<file path="src/rtl/dmem_bridge.sv">
`default_nettype none
// ============================================================================
//  Module   : dmem_bridge
//  Purpose  : Converts strobe-based, byte-addressed data-memory requests into
//             beats on a 64-bit doubleword-aligned req/ack memory bus.
//             Handles lane steering, byte enables and right-justified
//             read-data alignment.
//  Options  : DMEM_BRIDGE_SPLIT_EN - when defined, doubleword-crossing
//             accesses are split into two bus beats; when undefined they are
//             rejected with a fault pulse and no bus traffic.
//  Revision : 1.0 - initial release
// ============================================================================
module dmem_bridge #(
    parameter int ADDR_W = 64
) (
    input  logic              clk,
    input  logic              rst_n,
    input  logic [ADDR_W-1:0] dmem_addr,
    input  logic [63:0]       dmem_dout,
    input  logic [1:0]        dmem_width,
    input  logic              dmem_rstrobe,
    input  logic              dmem_wstrobe,
    output logic [63:0]       dmem_din,
    output logic              dmem_cycle_complete,
    output logic              dmem_fault,
    output logic              mem_req,
    output logic              mem_we,
    output logic [ADDR_W-4:0] mem_addr,
    output logic [7:0]        mem_be,
    output logic [63:0]       mem_wdata,
    input  logic [63:0]       mem_rdata,
    input  logic              mem_ack
);

    localparam logic [ADDR_W-4:0] C_DW_ONE = 1;

    typedef enum logic [1:0] {
        S_IDLE = 2'd0,
        S_REQ0 = 2'd1,
`ifdef DMEM_BRIDGE_SPLIT_EN
        S_REQ1 = 2'd2,
`endif
        S_DONE = 2'd3
    } state_t;

    // Byte mask of an access of the given size, right-justified.
    function automatic logic [7:0] size_mask(input logic [1:0] width);
        case (width)
            2'd0:    size_mask = 8'hFF;
            2'd1:    size_mask = 8'h0F;
            2'd2:    size_mask = 8'h03;
            default: size_mask = 8'h01;
        endcase
    endfunction

    // Lanes touched in the first doubleword.
    function automatic logic [7:0] be_lo(input logic [2:0] off, input logic [1:0] width);
        be_lo = size_mask(width) << off;
    endfunction

    // Lanes spilling into the following doubleword (zero when off == 0).
    function automatic logic [7:0] be_hi(input logic [2:0] off, input logic [1:0] width);
        be_hi = size_mask(width) >> (4'd8 - {1'b0, off});
    endfunction

    // Read data: bytes off.. of {hi,lo}, bytes beyond the access size cleared.
    function automatic logic [63:0] align_rd(input logic [63:0] hi, input logic [63:0] lo,
                                             input logic [2:0] off, input logic [1:0] width);
        logic [6:0]  sh;
        logic [7:0]  m;
        logic [63:0] keep;
        sh = {1'b0, off, 3'b000};
        m  = size_mask(width);
        for (int i = 0; i < 8; i++) begin
            keep[8*i +: 8] = {8{m[i]}};
        end
        align_rd = ((lo >> sh) | (hi << (7'd64 - sh))) & keep;
    endfunction

`ifdef DMEM_BRIDGE_SPLIT_EN
    // Upper half of the 128-bit lane-steered store data (zero when off == 0).
    function automatic logic [63:0] wdata_hi(input logic [63:0] d, input logic [2:0] off);
        wdata_hi = d >> (7'd64 - {1'b0, off, 3'b000});
    endfunction
`endif

    state_t              state_q, state_d;
    logic [2:0]          off_q, off_d;
    logic [1:0]          width_q, width_d;
    logic                we_q, we_d;
    logic                mem_req_q, mem_req_d;
    logic                mem_we_q, mem_we_d;
    logic [ADDR_W-4:0]   mem_addr_q, mem_addr_d;
    logic [7:0]          mem_be_q, mem_be_d;
    logic [63:0]         mem_wdata_q, mem_wdata_d;
    logic [63:0]         din_q, din_d;
    logic                complete_q, complete_d;
`ifdef DMEM_BRIDGE_SPLIT_EN
    logic [63:0]         data_q, data_d;
    logic [63:0]         rd0_q, rd0_d;
`else
    logic                fault_q, fault_d;
    logic                w_in_cross;
`endif

    logic                w_strobe;
    logic [7:0]          w_in_be;
    logic [63:0]         w_in_wdata;

    // Beat-0 lane signals come straight from the request so the bus can be
    // driven in the cycle after the strobe.
    assign w_strobe   = dmem_rstrobe | dmem_wstrobe;
    assign w_in_be    = be_lo(dmem_addr[2:0], dmem_width);
    assign w_in_wdata = dmem_dout << {dmem_addr[2:0], 3'b000};
`ifndef DMEM_BRIDGE_SPLIT_EN
    assign w_in_cross = |be_hi(dmem_addr[2:0], dmem_width);
`endif

    // Next-state and next-output computation; outputs are registered.
    always_comb begin
        state_d     = state_q;
        off_d       = off_q;
        width_d     = width_q;
        we_d        = we_q;
        mem_req_d   = mem_req_q;
        mem_we_d    = mem_we_q;
        mem_addr_d  = mem_addr_q;
        mem_be_d    = mem_be_q;
        mem_wdata_d = mem_wdata_q;
        din_d       = din_q;
        complete_d  = 1'b0;
`ifdef DMEM_BRIDGE_SPLIT_EN
        data_d      = data_q;
        rd0_d       = rd0_q;
`else
        fault_d     = 1'b0;
`endif
        case (state_q)
            S_IDLE: begin
                if (w_strobe) begin
                    off_d   = dmem_addr[2:0];
                    width_d = dmem_width;
                    we_d    = dmem_wstrobe;   // write wins over a coincident read
`ifdef DMEM_BRIDGE_SPLIT_EN
                    data_d  = dmem_dout;
`else
                    if (w_in_cross) begin
                        state_d    = S_DONE;
                        complete_d = 1'b1;
                        fault_d    = 1'b1;
                    end else
`endif
                    begin
                        state_d     = S_REQ0;
                        mem_req_d   = 1'b1;
                        mem_we_d    = dmem_wstrobe;
                        mem_addr_d  = dmem_addr[ADDR_W-1:3];
                        mem_be_d    = w_in_be;
                        mem_wdata_d = dmem_wstrobe ? w_in_wdata : 64'd0;
                    end
                end
            end
            S_REQ0: begin
                if (mem_ack) begin
`ifdef DMEM_BRIDGE_SPLIT_EN
                    rd0_d = mem_rdata;
                    if (|be_hi(off_q, width_q)) begin
                        state_d     = S_REQ1;
                        mem_addr_d  = mem_addr_q + C_DW_ONE;
                        mem_be_d    = be_hi(off_q, width_q);
                        mem_wdata_d = we_q ? wdata_hi(data_q, off_q) : 64'd0;
                    end else
`endif
                    begin
                        state_d     = S_DONE;
                        mem_req_d   = 1'b0;
                        mem_we_d    = 1'b0;
                        mem_be_d    = 8'd0;
                        mem_wdata_d = 64'd0;
                        complete_d  = 1'b1;
                        if (!we_q) begin
                            din_d = align_rd(64'd0, mem_rdata, off_q, width_q);
                        end
                    end
                end
            end
`ifdef DMEM_BRIDGE_SPLIT_EN
            S_REQ1: begin
                if (mem_ack) begin
                    state_d     = S_DONE;
                    mem_req_d   = 1'b0;
                    mem_we_d    = 1'b0;
                    mem_be_d    = 8'd0;
                    mem_wdata_d = 64'd0;
                    complete_d  = 1'b1;
                    if (!we_q) begin
                        din_d = align_rd(mem_rdata, rd0_q, off_q, width_q);
                    end
                end
            end
`endif
            S_DONE: begin
                state_d = S_IDLE;
            end
            default: begin
                state_d = S_IDLE;
            end
        endcase
    end

    // State and output registers; reset abandons any transaction in flight.
    always_ff @(posedge clk or negedge rst_n) begin
        if (!rst_n) begin
            state_q     <= S_IDLE;
            off_q       <= 3'd0;
            width_q     <= 2'd0;
            we_q        <= 1'b0;
            mem_req_q   <= 1'b0;
            mem_we_q    <= 1'b0;
            mem_addr_q  <= '0;
            mem_be_q    <= 8'd0;
            mem_wdata_q <= 64'd0;
            din_q       <= 64'd0;
            complete_q  <= 1'b0;
`ifdef DMEM_BRIDGE_SPLIT_EN
            data_q      <= 64'd0;
            rd0_q       <= 64'd0;
`else
            fault_q     <= 1'b0;
`endif
        end else begin
            state_q     <= state_d;
            off_q       <= off_d;
            width_q     <= width_d;
            we_q        <= we_d;
            mem_req_q   <= mem_req_d;
            mem_we_q    <= mem_we_d;
            mem_addr_q  <= mem_addr_d;
            mem_be_q    <= mem_be_d;
            mem_wdata_q <= mem_wdata_d;
            din_q       <= din_d;
            complete_q  <= complete_d;
`ifdef DMEM_BRIDGE_SPLIT_EN
            data_q      <= data_d;
            rd0_q       <= rd0_d;
`else
            fault_q     <= fault_d;
`endif
        end
    end

    assign mem_req             = mem_req_q;
    assign mem_we              = mem_we_q;
    assign mem_addr            = mem_addr_q;
    assign mem_be              = mem_be_q;
    assign mem_wdata           = mem_wdata_q;
    assign dmem_din            = din_q;
    assign dmem_cycle_complete = complete_q;
`ifdef DMEM_BRIDGE_SPLIT_EN
    assign dmem_fault          = 1'b0;
`else
    assign dmem_fault          = fault_q;
`endif

endmodule
`default_nettype wire

</file>
<file path="config.mk">
export PLATFORM = sky130hd
export DESIGN_NAME = dmem_bridge
export DESIGN_NICKNAME = d
export VERILOG_FILES = /design/src/rtl/dmem_bridge.sv
export SDC_FILE = /design/constraint.sdc
export NUM_CORES = 1
export LEC_CHECK = 0
export CORE_ASPECT_RATIO = 0.9
export CORE_MARGIN = 5
export CORE_UTILIZATION = 41
export CTS_CLUSTER_SIZE = 30
export DETAILED_ROUTE_END_ITERATION = 8
export MAX_ROUTING_LAYER = met4
export PLACE_DENSITY_LB_ADDON = 0.3
export SLEW_MARGIN = 30
export SYNTH_ARGS = -nofsm -noshare
export SYNTH_HDL_FRONTEND = slang
export SYNTH_SLANG_ARGS = --single-unit
</file>
<file path="constraint.sdc">
create_clock -name clk -period 1.6 [get_ports clk]
set_input_delay 0.48 -clock clk [delete_from_list [all_inputs] [get_ports clk]]
set_output_delay 0.48 -clock clk [all_outputs]
set_load 0.005 [all_outputs]
</file>
==> results.md, run 1 <==
* Tcrit/Tclk final at 1.15
* Worst Setup Start Kind: register
* 1st-pass router iterations at 6
* DRC violations left at 0
* Worst slew pin tran at 480 ps
* Post-synth ARST share at 1.00
* Sw Ratio at 0.362
* Total Routing Usage GR at 0.324
* Vias in the first global route at 12705
* Min Tclk post-route at 1840 ps
* Post-Synth Adder-Cell Area at 0.00226
* # rows at 57
* Initial antenna violation count at 0
* Vias per inst at 5.88
* Max Clock Freq at 544 MHz
* Placement Setup Slack at -992 ps
* Combinational group share of total power at 0.537
* H-tree levels at 1
* Yosys reg bits at 209
* Reg2Reg Setup Slack at -240 ps
* CP Data Required Time at 2050 ps
* Layout area overhead at 76.4%
* Final GP Congestion at 1.01
* Register area share after synthesis at 0.472
* CTS buffer count at 25
* P_sw at 11.6 mW
* Initial DRC Count at 1256
* First-pass GRT wire length at 75100 um
* Post-synth cell types at 56
* Core Area at 26800 um2
* Worst-path clk slew at 60 ps
* Commonest non-fill, non-tap cell in the layout: buf_4
* Violated checks: setup timing
* Main area contributors after synthesis: dfrtp_1 (47%), mux2i_1 (11%), mux2_2 (6.7%)
* Worst-Skew Late Latency at 530 ps
* Layout cells sized above 1 at 0.480
* Largest net degree at the start of global routing at 41
* Mapped cell area at 11100 um2
* Post-DP HPWL at 35000 um
* CTS root buffer: clkbuf_16
* Syn Nets at 1202
* Pwr Total at 32.1 mW
* # IOs at 400
* Number of synthesized flops with an enable pin at 0
* Final worst slack at -238 ps
* Max-cap violation count at 0
* Max Slew Vio Count at 0
* Die area at 30400 um2
* # diodes at 0
* Maximum root-to-sink buffer count at 3
* Mux cell area share after synthesis at 0.223
* Outcome: finished with violations
* Final setup violation count at 190
* Int Pwr at 20.5 mW
* Final #Nets at 1901
* Leading area contributor after synthesis: dfrtp_1
* Worst setup EP type: register
* Hold Violations, Final at 0
* Initial Utilization at 0.413
* Post-synthesis xor/xnor area fraction at 0
* Most used DFF post-synth: dfrtp_1
* Overflow after GRT at 0
* CP max FO at 6
* Largest family of logic cells by synthesized area: multiplexers
* Clock Skew at 10.7 ps
* Setup CP Type: reg -> reg
* Setup repair after global routing missed its margin: yes
* Cell count after synthesis at 1001
* P_leak at 9.26 nW
* Wire per inst at 25.0 um
* Die Height at 166 um
* Most frequent cells in the layout: buf_4 (264), dfrtp_1 (199), clkdlybuf4s50_1 (188)
* Worst EP arrival at 2290 ps
* Die Wd at 183 um
* Drt total wl at 51800 um
* CTS tree: built
* Buffers on Ports at 399
* Power Density at 1640 nW/um2
* Mean Syn Cell Area at 11.1 um2
* Simple-gate portion of the synthesized area at 0.0792
* Area fraction of the dominant cell type after synthesis at 0.472
* Compound-Gate Fraction of Synth Area at 0.179
* Clock sinks at 209
* Post-route ant nets at 0
* Seq pwr share at 0.281
* Maximum vdd drop at 1030 uV
* Synth warn at 0
* Vias post-DR at 12181
* Worst hold path type: in -> reg
* Core Util, Final at 0.728
* Max_slew headroom at 0.677
* Clock power frac at 0.181
==> synthesized netlist by cell type, drive strengths merged (3+ instances only) <==
master / instances
a211oi: 6
a21oi: 32
a221o: 9
a22o: 17
a22oi: 16
a2bb2oi: 8
a32o: 32
and2: 3
buf: 50
clkbuf: 37
dfrtp: 209
inv: 10
mux2: 70
mux2i: 119
mux4: 21
nand2: 131
nand3: 15
nor2: 28
nor2b: 8
nor3: 3
o211ai: 16
o21ai: 82
o22a: 8
o22ai: 41
o2bb2ai: 3
o311a: 5
or3: 3
==> critical path: stages, from the launching register on <==
cell,delay [ps]
dfrtp_2,460
buf_12,160
buf_4,160
nor3_1,320
nor3b_2,310
buf_4,190
a221o_1,160
==> registers in the layout, indices dropped and copies added, names as in the netlist, 2 cells and up <==
name,cells
state_q,2
width_q,2
off_q,3
mem_be,8
dmem_din,64
mem_wdata,64
mem_addr,61
==> path summary, 6_finish.rpt <==
path                                           from                         to  cells after the start
max in group asynchronous                     rst_n   mem_addr[45]$_DFFE_PN0P_                      3
setup reg to reg               off_q[1]$_DFFE_PN0P_   dmem_din[25]$_DFFE_PN0P_                      6
setup / recovery               off_q[1]$_DFFE_PN0P_   dmem_din[25]$_DFFE_PN0P_                      6
hold / removal                         dmem_addr[1]  mem_wdata[35]$_DFFE_PN0P_                      3
hold reg to reg            dmem_din[55]$_DFFE_PN0P_   dmem_din[55]$_DFFE_PN0P_                      2
min in group asynchronous                     rst_n   mem_wdata[7]$_DFFE_PN0P_                      2
==> cells by family after synthesis <==
kind of cell / after synthesis
mux: 210
compound gates: 282
fa+ha+maj: 2
buf+inv: 97
flops: 209
simple gates: 201
==> layout make-up <==
| cell class | count | area, um2 |
|---|---|---|
| flip-flops and latches | 209 | 5240 |
| well taps | 354 | 443 |
| inverters | 10 | 47.5 |
| repair buffers | 758 | 6780 |
| multi-input cells | 696 | 6180 |
| clock buffers | 33 | 706 |
| fillers | 1840 | 7290 |
| clock inverters | 12 | 135 |
==> repair_timing <==
action,4_1_cts,5_1_grt
setup endpoints to repair,400,224
pin swaps,39,37
setup buffers,79,27
hold buffers,1,0
endpoints found under the hold margin,33,0
gates resized for setup,941,161
gates cloned,17,8
==> per-layer routing <==
layer  part of all wire  global-route usage
met4              0.053               0.125
met1               0.37               0.398
met3               0.10              0.0926
met5                  0                   -
met2               0.47               0.508
==> stage by stage <==
step | setup TNS (ps) | cell area [um2] | instances | hold WS (ps)
2_1_floorplan | -69330 | 11300 | 1001 | 184
3_3_place_gp | -162780 | 17100 | 1899 | 403
3_5_place_dp | -166910 | 17100 | 1899 | 406
4_1_cts | -7220 | 18800 | 2040 | 335
5_1_grt | -25520 | 19500 | 2072 | 345
6_report | -18770 | 19500 | 2072 | 357
==> power groups by stage <==
stage	combinational (mW)	sequential (mW)	clock (mW)
after global placement	13.8	8.89	0
after detailed placement	14.1	8.95	0
after global routing	18.1	9.27	6.12
after floorplan	5.91	8.71	0
after CTS	15.7	8.88	5.85
final	17.3	9.03	5.83
(Power assumes the default switching activity.)
==> run 2, diff against run 1 <==
--- a/config.mk
+++ b/config.mk
@@ -5,6 +5,7 @@
 export SDC_FILE = /design/constraint.sdc
 export NUM_CORES = 1
 export LEC_CHECK = 0
+export CAP_MARGIN = 20
 export CORE_ASPECT_RATIO = 0.9
 export CORE_MARGIN = 5
 export CORE_UTILIZATION = 41
==> results of run 2 <==
No change in the layout: final DEF, timing and power equal those of run 1.
==> run 3, diff against run 2 <==
--- a/config.mk
+++ b/config.mk
@@ -8,7 +8,7 @@
 export CAP_MARGIN = 20
 export CORE_ASPECT_RATIO = 0.9
 export CORE_MARGIN = 5
-export CORE_UTILIZATION = 41
+export CORE_UTILIZATION = 49
 export CTS_CLUSTER_SIZE = 30
 export DETAILED_ROUTE_END_ITERATION = 8
 export MAX_ROUTING_LAYER = met4
==> constraint.sdc (replaced) <==
create_clock -name clk -period 2.3 [get_ports clk]
set_input_delay 0.69 -clock clk [delete_from_list [all_inputs] [get_ports clk]]
set_output_delay 0.69 -clock clk [all_outputs]
set_load 0.005 [all_outputs]
==> results.md, run 3 (same netlist as run 1, synthesis figures left out) <==
* DRC violations left at 0 (unchanged)
* Wire per inst at 23.8 um (-4.8%)
* Worst setup EP type: output port
* Largest net degree at the start of global routing at 73 (+78%)
* Final GP Congestion at 0.967 (-4.6%)
* Vias per inst at 5.99 (+2.0%)
* Die Wd at 168 um (-8.1%)
* Worst-Skew Late Latency at 520 ps (about the same)
* Worst slew pin tran at 817 ps (+338 ps)
* Power Density at 1130 nW/um2 (-31%)
* Max Slew Vio Count at 0 (unchanged)
* Drt total wl at 42400 um (-18%)
* Commonest non-fill, non-tap cell in the layout: clkdlybuf4s50_1
* Most frequent cells in the layout: clkdlybuf4s50_1 (395), dfrtp_1 (207), nand2_1 (131)
* Worst-path clk slew at 60 ps (about the same)
* Worst EP arrival at 1520 ps (-770 ps)
* # diodes at 0 (unchanged)
* Maximum root-to-sink buffer count at 3 (unchanged)
* Initial antenna violation count at 0 (unchanged)
* Crit path max-delay family: buffers and inverters
* Layout area overhead at 53.1%
* Total Routing Usage GR at 0.327 (+0.00299)
* Vias in the first global route at 10933 (-14%)
* Reg2Reg Setup Slack at 300 ps (+540 ps)
* Min Tclk post-route at 2210 ps
* Clock Skew at 7.56 ps (-3.13 ps)
* Placed Cells at 1738 (-8.5%)
* Post-DP HPWL at 32500 um (-7.2%)
* # rows at 52 (-8.8%)
* Initial DRC Count at 1178 (-6.2%)
* Buffers on Ports at 399 (unchanged)
* # IOs at 400 (unchanged)
* Setup CP Type: reg -> out
* Outcome: finished, final reports clean
* Tcrit/Tclk final at 0.961
* Number of buffers and inverters on the critical path at 1 (-2)
* Initial Utilization at 0.495 (+0.0818)
* First-pass GRT wire length at 64600 um (-14%)
* Worst path cell trace: clkdlybuf4s50_1
* Worst r2r src: off_q[0]$_DFFE_PN0P_
* P_leak at 7.25 nW (-22%)
* Post-Layout Cell Count at 1782 (-14%)
* Die Height at 153 um (-8.0%)
* H-tree levels at 1 (unchanged)
* Pwr Total at 19.1 mW (-40%)
* Layout cells sized above 1 at 0.194 (-0.286)
* Die area at 25700 um2 (-15%)
* CTS buffer count at 24 (-4.0%)
* Vias post-DR at 10682 (-12%)
* CP Data Required Time at 1610 ps (-440 ps)
* Max Clock Freq at 452 MHz
* Setup repair after global routing missed its margin: no
* Core Area at 22400 um2 (-17%)
* Max_slew headroom at 0.454 (-0.223)
* Hold Violations, Final at 0 (unchanged)
* 1st-pass router iterations at 6 (unchanged)
* CTS root buffer: clkbuf_16
* Worst hold path type: in -> async
* Cts repair resizes at 1 (-99.9%)
* Final setup violation count at 0 (-100%)
* Maximum vdd drop at 917 uV (-11%)
* Post-CTS Hold Fix Bufs at 0 (-1)
* Final #Nets at 1668 (-12%)
* Clock sinks at 209 (unchanged)
* Post-CTS repair timing setup buffer count at 0 (-100%)
* CTS tree: built
* Post-route ant nets at 0 (unchanged)
* CP max FO at 2 (-4)
* Crit path from: mem_wdata[16]$_DFFE_PN0P_
* Worst Setup Start Kind: register
* Max-cap violation count at 0 (unchanged)
* Cell at the slowest stage of the critical path: clkdlybuf4s50_1
* Overflow after GRT at 0 (unchanged)
* Largest stage delay on the critical path at 550 ps (+90 ps)
run 3: cell types whose count changed in the layout (fill, tap and decap cells not counted), sizes merged:
| cell | before | now |
|---|---|---|
| dlymetal6s2s | 1 | 0 |
| dlygate4sd2 | 3 | 1 |
| clkinv | 5 | 2 |
| clkdlybuf4s15 | 3 | 0 |
| bufbuf | 1 | 0 |
| clkbuf | 56 | 39 |
| nand2 | 132 | 131 |
| dlygate4sd3 | 1 | 0 |
| clkdlybuf4s50 | 188 | 395 |
| clkinvlp | 4 | 3 |
| buf | 538 | 130 |
| bufinv | 2 | 0 |
run 3: cell type report:
cell class                 instances  area [um2]
fill                            1559        5430
multi-input combinational        695        5410
sequential                       209        5230
timing repair buffer             527        5100
clock buffer                      38         744
tap                              297         372
clock inverter                     6        47.5
inverter                          10        47.5
run 3: layer usage:
metal,vias to the layer above,routed length (um),track usage,part of all wire
met2,614,20300,0.521,0.48
li1,4688,-,-,-
met1,5288,16400,0.416,0.39
met4,0,1630,0.107,0.038
met3,92,4090,0.0734,0.096
met5,-,0,-,0
run 3: worst paths after layout:
| check | endpoint | cells after the start |
|---|---|---|
| max | mem_wdata[16] | 1 |
| min | mem_wdata[35]$_DFFE_PN0P_ | 1 |
| max reg2reg | dmem_din[11]$_DFFE_PN0P_ | 4 |
| min reg2reg | dmem_din[54]$_DFFE_PN0P_ | 2 |
| max in group asynchronous | mem_addr[41]$_DFFE_PN0P_ | 2 |
| min in group clk | dmem_din[54]$_DFFE_PN0P_ | 2 |
run 3: where the power goes:
group	internal (mW)	switching (mW)	total [mW]	leakage (nW)
Clock	2.23	1.57	3.80	0.380
Sequential	5.16	1.10	6.26	2.68
Combinational	5.21	3.87	9.07	4.19
run 3: per-stage QoR:
stage | hold slack [ps] | area (um2) | utilization | TNS [ps] | setup WS, ps
after floorplan | 394 | 11200 | - | -5120 | -128
after global placement | 466 | 16200 | 0.722 | -61260 | -486
after detailed placement | 476 | 16200 | 0.722 | -67120 | -529
after CTS | 60.4 | 17000 | 0.757 | 0 | 74.1
after global routing | 74.1 | 17000 | 0.758 | 0 | 70.1
final | 67.0 | 17000 | 0.758 | 0 | 89.2
